File: config.mk
export PLATFORM = sky130hd
export DESIGN_NAME = delay_line
export DESIGN_NICKNAME = d
export VERILOG_FILES = /design/src/rtl/delay_line_pkg.sv /design/src/rtl/delay_line_ram.sv /design/src/rtl/delay_line.sv
export SDC_FILE = /design/constraint.sdc
export NUM_CORES = 1
export LEC_CHECK = 0
export CAP_MARGIN = 20
export CORE_ASPECT_RATIO = 2
export CORE_MARGIN = 3
export CORE_UTILIZATION = 55
export CTS_BUF_LIST = sky130_fd_sc_hd__clkbuf_16
export CTS_CLUSTER_SIZE = 8
export DETAILED_ROUTE_END_ITERATION = 8
export GPL_ROUTABILITY_DRIVEN = 0
export HOLD_SLACK_MARGIN = 0.15
export PLACE_DENSITY_LB_ADDON = 0.05
export SLEW_MARGIN = 5
export SYNTH_ARGS = -nofsm -noshare
export SYNTH_HDL_FRONTEND = slang
export SYNTH_SLANG_ARGS = --single-unit
File: constraint.sdc
create_clock -name clk -period 3.3 [get_ports clk]
set_input_delay 0.495 -clock clk [delete_from_list [all_inputs] [get_ports clk]]
set_output_delay 0.495 -clock clk [all_outputs]
set_load 0.01 [all_outputs]
File: src/rtl/delay_line_pkg.sv
// Shared definitions for the delay_line block: FSM state encoding, the
// width derivation for the delay configuration input, and the saturation
// helper that clamps a requested delay to the buffer depth.
package delay_line_pkg;

  // Operating states of the delay line controller.
  typedef enum logic [1:0] {
    IDLE   = 2'd0,
    FILL   = 2'd1,
    STREAM = 2'd2
  } state_t;

  // The delay input needs to represent 0..MAX_DELAY inclusive, hence one
  // extra bit over the address width.
  function automatic int delay_w_of(input int max_delay);
    return $clog2(max_delay) + 1;
  endfunction

  // Clamp a requested delay to the buffer depth. Oversized requests
  // saturate instead of wrapping, so a large delay never turns into a
  // short one by accident.
  function automatic int unsigned sat_delay(input int unsigned req,
                                            input int unsigned max_delay);
    return (req > max_delay) ? max_delay : req;
  endfunction

endpackage : delay_line_pkg

File: src/rtl/delay_line_ram.sv
// Circular sample store for delay_line: one synchronous write port and one
// asynchronous read port. Because the read is combinational from the
// current array contents, a read of the entry being written in the same
// cycle returns the old data (read-before-write), which is what makes a
// delay equal to the full buffer depth work.
module delay_line_ram #(
  parameter int DATA_W = 32,
  parameter int DEPTH  = 16,
  parameter int AW     = $clog2(DEPTH)
) (
  input  logic              clk,
  input  logic              we,
  input  logic [AW-1:0]     waddr,
  input  logic [DATA_W-1:0] wdata,
  input  logic [AW-1:0]     raddr,
  output logic [DATA_W-1:0] rdata
);

  // Storage is deliberately never cleared; the controller keeps stale
  // entries off the output by construction.
  logic [DATA_W-1:0] mem [DEPTH];

  // Write port: one sample per enabled cycle.
  always_ff @(posedge clk) begin
    if (we) begin
      mem[waddr] <= wdata;
    end
  end

  // Read port: combinational, sees pre-write contents this cycle.
  assign rdata = mem[raddr];

endmodule : delay_line_ram

File: src/rtl/delay_line.sv
// Configurable-latency delay unit. A run pulse latches the requested delay
// (saturated to MAX_DELAY), resets the write pointer and fill counter, and
// then the block fills its circular buffer before streaming one delayed
// sample per cycle. Total latency from in0 to out0 is dq+1 cycles.
//
// Optional feature: define DELAY_LINE_VALID_EN to add the `valid` output,
// which marks the cycles where out0 carries a real sample.
module delay_line
  import delay_line_pkg::*;
#(
  parameter int DATA_W    = 32,
  parameter int MAX_DELAY = 16,
  parameter int DELAY_W   = delay_w_of(MAX_DELAY)
) (
  input  logic              clk,
  input  logic              rst,
  input  logic              run,
  input  logic [DELAY_W-1:0] delay,
  input  logic [DATA_W-1:0] in0,
  output logic [DATA_W-1:0] out0
`ifdef DELAY_LINE_VALID_EN
  ,
  output logic              valid
`endif
);

  localparam int AW = $clog2(MAX_DELAY);

  state_t             state_reg, state_next;
  logic [AW-1:0]      wptr_reg, wptr_next;
  logic [DELAY_W-1:0] cnt_reg, cnt_next;
  logic [DELAY_W-1:0] dq_reg, dq_next;
  logic [DATA_W-1:0]  out0_reg, out0_next;
`ifdef DELAY_LINE_VALID_EN
  logic               valid_reg, valid_next;
`endif

  logic               ram_we;
  logic [AW-1:0]      ram_raddr;
  logic [DATA_W-1:0]  ram_rdata;
  logic [DELAY_W-1:0] dq_req;

  // Requested delay clamped to the buffer depth.
  assign dq_req = DELAY_W'(sat_delay(32'(delay), 32'(MAX_DELAY)));

  // The sample written dq cycles ago sits dq entries behind the write
  // pointer. dq == MAX_DELAY reduces to the write address itself, served
  // by the RAM's read-before-write behaviour.
  assign ram_raddr = wptr_reg - dq_reg[AW-1:0];

  delay_line_ram #(
    .DATA_W (DATA_W),
    .DEPTH  (MAX_DELAY),
    .AW     (AW)
  ) u_ram (
    .clk   (clk),
    .we    (ram_we),
    .waddr (wptr_reg),
    .wdata (in0),
    .raddr (ram_raddr),
    .rdata (ram_rdata)
  );

  // Next-state, pointer, counter and output selection. A run pulse takes
  // priority in every state and forces the output to zero on its edge.
  always_comb begin
    state_next = state_reg;
    wptr_next  = wptr_reg;
    cnt_next   = cnt_reg;
    dq_next    = dq_reg;
    out0_next  = '0;
    ram_we     = 1'b0;
`ifdef DELAY_LINE_VALID_EN
    valid_next = 1'b0;
`endif

    if (run) begin
      dq_next    = dq_req;
      wptr_next  = '0;
      cnt_next   = '0;
      state_next = (dq_req == '0) ? STREAM : FILL;
    end else begin
      case (state_reg)
        IDLE: begin
          state_next = IDLE;
        end

        FILL: begin
          // Prime the buffer; output stays zero until dq samples are held.
          ram_we    = 1'b1;
          wptr_next = wptr_reg + AW'(1);
          cnt_next  = cnt_reg + DELAY_W'(1);
          if (cnt_reg == dq_reg - DELAY_W'(1)) begin
            state_next = STREAM;
          end
        end

        STREAM: begin
          // Steady state: write the new sample, emit the one dq cycles old,
          // or bypass the buffer entirely for a zero delay.
          ram_we    = 1'b1;
          wptr_next = wptr_reg + AW'(1);
          out0_next = (dq_reg == '0) ? in0 : ram_rdata;
`ifdef DELAY_LINE_VALID_EN
          valid_next = 1'b1;
`endif
        end

        default: begin
          state_next = IDLE;
        end
      endcase
    end
  end

  // Controller and output registers, cleared by the active-low reset.
  always_ff @(posedge clk) begin
    if (!rst) begin
      state_reg <= IDLE;
      wptr_reg  <= '0;
      cnt_reg   <= '0;
      dq_reg    <= '0;
      out0_reg  <= '0;
    end else begin
      state_reg <= state_next;
      wptr_reg  <= wptr_next;
      cnt_reg   <= cnt_next;
      dq_reg    <= dq_next;
      out0_reg  <= out0_next;
    end
  end

  assign out0 = out0_reg;

`ifdef DELAY_LINE_VALID_EN
  // Sample-present flag, aligned with out0.
  always_ff @(posedge clk) begin
    if (!rst) begin
      valid_reg <= 1'b0;
    end else begin
      valid_reg <= valid_next;
    end
  end

  assign valid = valid_reg;
`endif

endmodule : delay_line

Yosys cells after proc, flatten, opt, wreduce, memory -nomap -nowiden
Memories as Yosys holds them, arrays and structs flattened.
Index checks and enable logic that the tools add are counted.
W data, S select, Z words.
{ "word_totals": {"reg_bits": 48, "ramBits": 512, "n_memories": 1} }
{ "classes": {"add_sub_neg": 4, "n_lt_le_gt_ge": 1, "eq_ne": 5, "mux": 10, "bitwise_logic": 2, "n_reduce_logical": 6} }
{ "mem_list": {"columns": ["memory", "words", "width", "rd", "rd_ports_with_merged_regs", "write_ports", "line", "source"], "rows": [
  ["u_ram.mem", 16, 32, 1, 0, 1, "delay_line_ram.sv:21", "logic [DATA_W-1:0] mem [DEPTH];"]
]} }
{ "ops": {"columns": ["op", "count"], "rows": [
  ["$mux W32", 1],
  ["$logic_not A5 Y1", 2],
  ["$mux W2", 3],
  ["$add A5 B1 Y5 const B", 1],
  ["$eq A5 B5 Y1", 1],
  ["$gt A5 B5 Y1 const B", 1],
  ["$mux W5", 1],
  ["$sub A5 B1 Y5 const B", 1],
  ["$add A4 B1 Y4 const B", 1],
  ["$mux W1", 4],
  ["$pmux W2 S2", 1],
  ["$reduce_or A2 Y1", 2],
  ["$sub A4 B4 Y4", 1],
  ["$ne A3 B3 Y1 const B", 1],
  ["$reduce_or A3 Y1", 1],
  ["$eq A2 B1 Y1 const B", 1],
  ["$eq A2 B2 Y1 const B", 1],
  ["$ne A2 B2 Y1 const B", 1],
  ["$not A1 Y1", 2],
  ["$reduce_and A2 Y1", 1]
]} }

Longest topological paths before layout
{ "depth": {"word_depth": 6, "mapped_depth": 10, "depth_no_buf": 8} }

By module
Synthesis repeated with hierarchy kept, for this count alone.
{ "hier_totals": {"hier_cells": 1059, "hier_area_um2": 21317.9} }
{ "modules_own_cells": {"columns": ["module", "instances", "cells_each", "area_each_um2", "seq_area_each_um2"], "rows": [
  ["delay_line_ram", 1, 806, 19213.4, 15374.7],
  ["delay_line", 1, 253, 2104.5, 960.9]
]} }

Worst setup path after synthesis
No wires, ideal clock.
{ "synth_timing": {"path_kind": "reg2reg", "start": "reg wptr_reg[0]", "end": "reg out0_reg[0] (netlist: out0[0])", "setup_ns": 0.120, "arrival_time_ns": 2.388, "setup_slack_ns": 0.793, "path_stages_with_launch": 11, "n_path_buf": 2, "cell_sequence": "dfxtp_1 inv_1 ha_1 inv_1 fa_1 buf_2 buf_1 mux4_2 nand2_1 a221oi_1 a211o_1"} }
{ "synth_via": {"elab_chain_cells": 3} }
{ "synth_lines": {"columns": ["element", "line", "source"], "rows": [
  ["start: declaration", "delay_line.sv:30", "logic [AW-1:0] wptr_reg, wptr_next;"],
  ["start signal: assignment", "delay_line.sv:126", "wptr_reg <= wptr_next;"],
  ["$sub A4 B4 Y4", "delay_line.sv:49", "assign ram_raddr = wptr_reg - dq_reg[AW-1:0];"],
  ["$mem_v2 Z16 W32", null, null],
  ["$mux W32", "delay_line.sv:103", "out0_next = (dq_reg == '0) ? in0 : ram_rdata;"],
  ["end signal: assignment", "delay_line.sv:129", "out0_reg <= out0_next;"],
  ["end: declaration", "delay_line.sv:33", "logic [DATA_W-1:0] out0_reg, out0_next;"]
]} }
No other way between the ends.
A chain may end at the register's enable or synchronous reset.

Worst setup path after layout
{ "layout_timing": {"start": "reg wptr_reg[0]", "end": "reg out0_reg[21] (netlist: out0[21])"} }
Same word-level chain as after synthesis.

==> run summary <==
Status: finished clean
WP depth: 9
Clk_lat worst skew: 590 ps
Slowest-stage cell, CP: fa_4
GRT overflow: 0
CP startpoint: wptr_reg[0]
Gr usage total: 25.56%
Register area share after synthesis: 75.33%
Fmax: 0.3259 GHz
Initial DRC count: 980
Post-Layout Cell Count: 1,814
Die H: 286.8 microns
Drt first pass iters: 7
Worst vdd ir: 0.5911 mV
Synth Register Bits: 560
Fin crit share: 92.98%
Max Slew Vio Count: 0
Vias per cell: 6.179
# Post-CTS Setup Buffers: 0
Final Setup Violations: 0
Cts hold-fix bufs: 0
DRC Markers: 0
Area delta synth->final: 19.23%
Critical path endpoint category: register
Sum Neg Setup Slack: 0 ps
Number of warnings issued by yosys: 0
Reg2Reg Depth: 9
Dpl cells: 1,673
Leak pwr: 0.008762 uW
Rows: 102
Slew margin rel.: 35.80%
Mapped Area: 21,690 sq um
Most common cell after layout, fill and taps aside: edfxtp_1
Drt total wl: 52.28 mm
Largest net degree at the start of global routing: 65
Clk root buf: clkbuf_16
HPWL after detailed placement: 27.25 mm
Ratio of cells with drive above 1 in the final layout: 22.18%
First-pass GRT wire length: 77.52 mm
WP data arrival: 3590 ps
Clk sinks: 560
Worst setup path endpoint: out0[21]
DR vias: 11,210
Worst r2r src: wptr_reg[0]
Post-synthesis simple-gate area fraction: 3.796%
Clock skew: 21.49 ps
Clk buf depth: 3
Worst slack, placed: 176.4 ps
Antenna viol nets, final: 0
Mapped Nets: 1,148
Initial antenna violation count: 0
Number of synthesized flops with an enable pin: 512
I/O pins: 72
H-tree depth: 3
Layout Nets: 1,286
CP Max Fanout: 46
Top cell by count, worst path: inv_1
Port buffer count: 71
Diodes inserted: 0
Final setup margin: 231.7 ps
Die area: 41,990 sq um
Slew @ Worst Pin: 963.0 ps
Placeable Area: 38,800 sq um
Post-CTS Resized: 0
Netlist cell types: 44
RSZ-0062 raised after global routing: no
Hold Path Class: reg -> reg
CTS tree: done
Critical Path RT: 3820 ps
WL/cell: 28.82 microns
Commonest cells after routing, fill and taps aside: edfxtp_1 (512), nand2_1 (135), mux4_2 (128), clkbuf_16 (81), clkdlybuf4s50_1 (71)
Dpl cell area: 23,580 sq um
CP Buf/Inv Count: 3
Post-Synth Adder-Cell Area: 0.7270%
Worst setup SP type: register
Path type of the worst setup path: reg -> reg
Initial Utilization: 55.90%
Final worst path period need: 3068 ps
Asr flop ratio synth: 0%
Reg2reg end: out0[21]
Final Cell Area: 25,860 sq um
Top delay family on crit path: adder cells
Layout fillers: 2,696
Num CTS Buffers: 79
Hold Worst Slack: 565.4 ps
Compound-Gate Fraction of Synth Area: 4.437%
FF-to-FF setup slack: 230 ps
PD cells: 623.4 nW/um^2
Worst-path clk slew: 60 ps
CP Cell Sequence: inv_1 > ha_4 > inv_1 > fa_4 > buf_12 > mux4_2 > nand2_1 > a2111oi_0 > a211o_1
Synth Instances: 1,096
Number of global-route vias before repair: 11,970
Die Wd: 146.4 microns
Max reg flops: 512
Post-synthesis mux area share: 13.43%
Top_reg_cell synth: edfxtp_1
Slowest cell delay on critical path: 850 ps
Max-cap violation count: 0
Final hold violations: 0
Post-Synth XOR/XNOR Area: 0.6751%
Avg Cell Area, Syn: 19.79 sq um
Largest family of logic cells by synthesized area: multiplexers
-- logic make-up after synthesis --
kind of cell,count (synthesis)
DFF,560
and+or+nand+nor,190
adders and majority gates,12
AOI/OAI and AO/OA,113
muxes,131
buffers and inverters,75
xor gates and xnor gates,15
-- synthesized netlist by cell type (2+ instances only) --
master,number,area share (%)
a2111oi_0,32,1.3
a211o_1,33,1.3
a21boi_0,2,0.069
a21o_1,2,0.069
a21oi_1,2,0.046
a221oi_1,32,1.3
and2_1,19,0.55
buf_1,5,0.087
buf_2,20,0.46
buf_4,11,0.38
clkbuf_1,28,0.48
dfxtp_1,48,4.4
edfxtp_1,512,71
ha_1,11,0.63
inv_1,10,0.17
mux2i_1,3,0.14
mux4_2,128,13
nand2_1,135,2.3
nand2b_1,3,0.087
nand4_1,3,0.087
nor2_1,13,0.23
nor2b_1,4,0.12
nor3_1,4,0.092
nor4_1,2,0.058
o21ai_0,4,0.092
xnor2_1,7,0.28
xor2_1,6,0.24
-- per-layer routing --
layer  wire, microns  GRT usage, %
met2           28980         46.86
met5               0             0
met3            3033         3.802
met1           18980         31.32
met4            1294         8.008
-- area by class of cell --
| class | count | area, sq um | area share (%) |
|---|---|---|---|
| sequential | 560 | 16340 | 63.18 |
| multi-input combinational | 461 | 5101 | 19.73 |
| clock buffer | 81 | 2027 | 7.839 |
| timing repair buffer | 121 | 1449 | 5.604 |
| tap | 520 | 650.6 | 2.516 |
| clock inverter | 60 | 251.5 | 0.9727 |
| inverter | 11 | 41.29 | 0.1597 |
-- how the worst min path moves through the flow --
stage                           from          to  slack (ps)  cells after the start
after detailed placement  cnt_reg[0]  cnt_reg[0]         570                      2
final                     cnt_reg[4]  cnt_reg[4]         570                      2
after CTS                   delay[3]   dq_reg[3]         570                      3
after global placement    cnt_reg[4]  cnt_reg[4]         550                      2
after global routing        delay[3]   dq_reg[3]         590                      3
after floorplan           cnt_reg[4]  cnt_reg[4]         500                      2
-- power by group --
group	switching, uW	total (uW)	leakage (uW)	internal (uW)
logic	611	1090	0.00244	481
registers	19.1	7820	0.00500	7800
clock network	2820	7200	0.00132	4380
-- through the flow --
step                      total power (uW)  utilization (%)
after floorplan                       8637                -
after global placement                9050            60.77
after detailed placement              9064            60.77
after CTS                            16250            66.64
after global routing                 16640            66.64
final                                16120            66.64
-- worst register-to-register path, stage by stage (launching register included) --
cell and delay [ps]:
dfxtp_1 340, inv_1 190, ha_4 160, inv_1 50, fa_4 850, buf_12 310
mux4_2 290, nand2_1 50, a2111oi_0 600, a211o_1 170
Power figures use the tool's default switching activity.
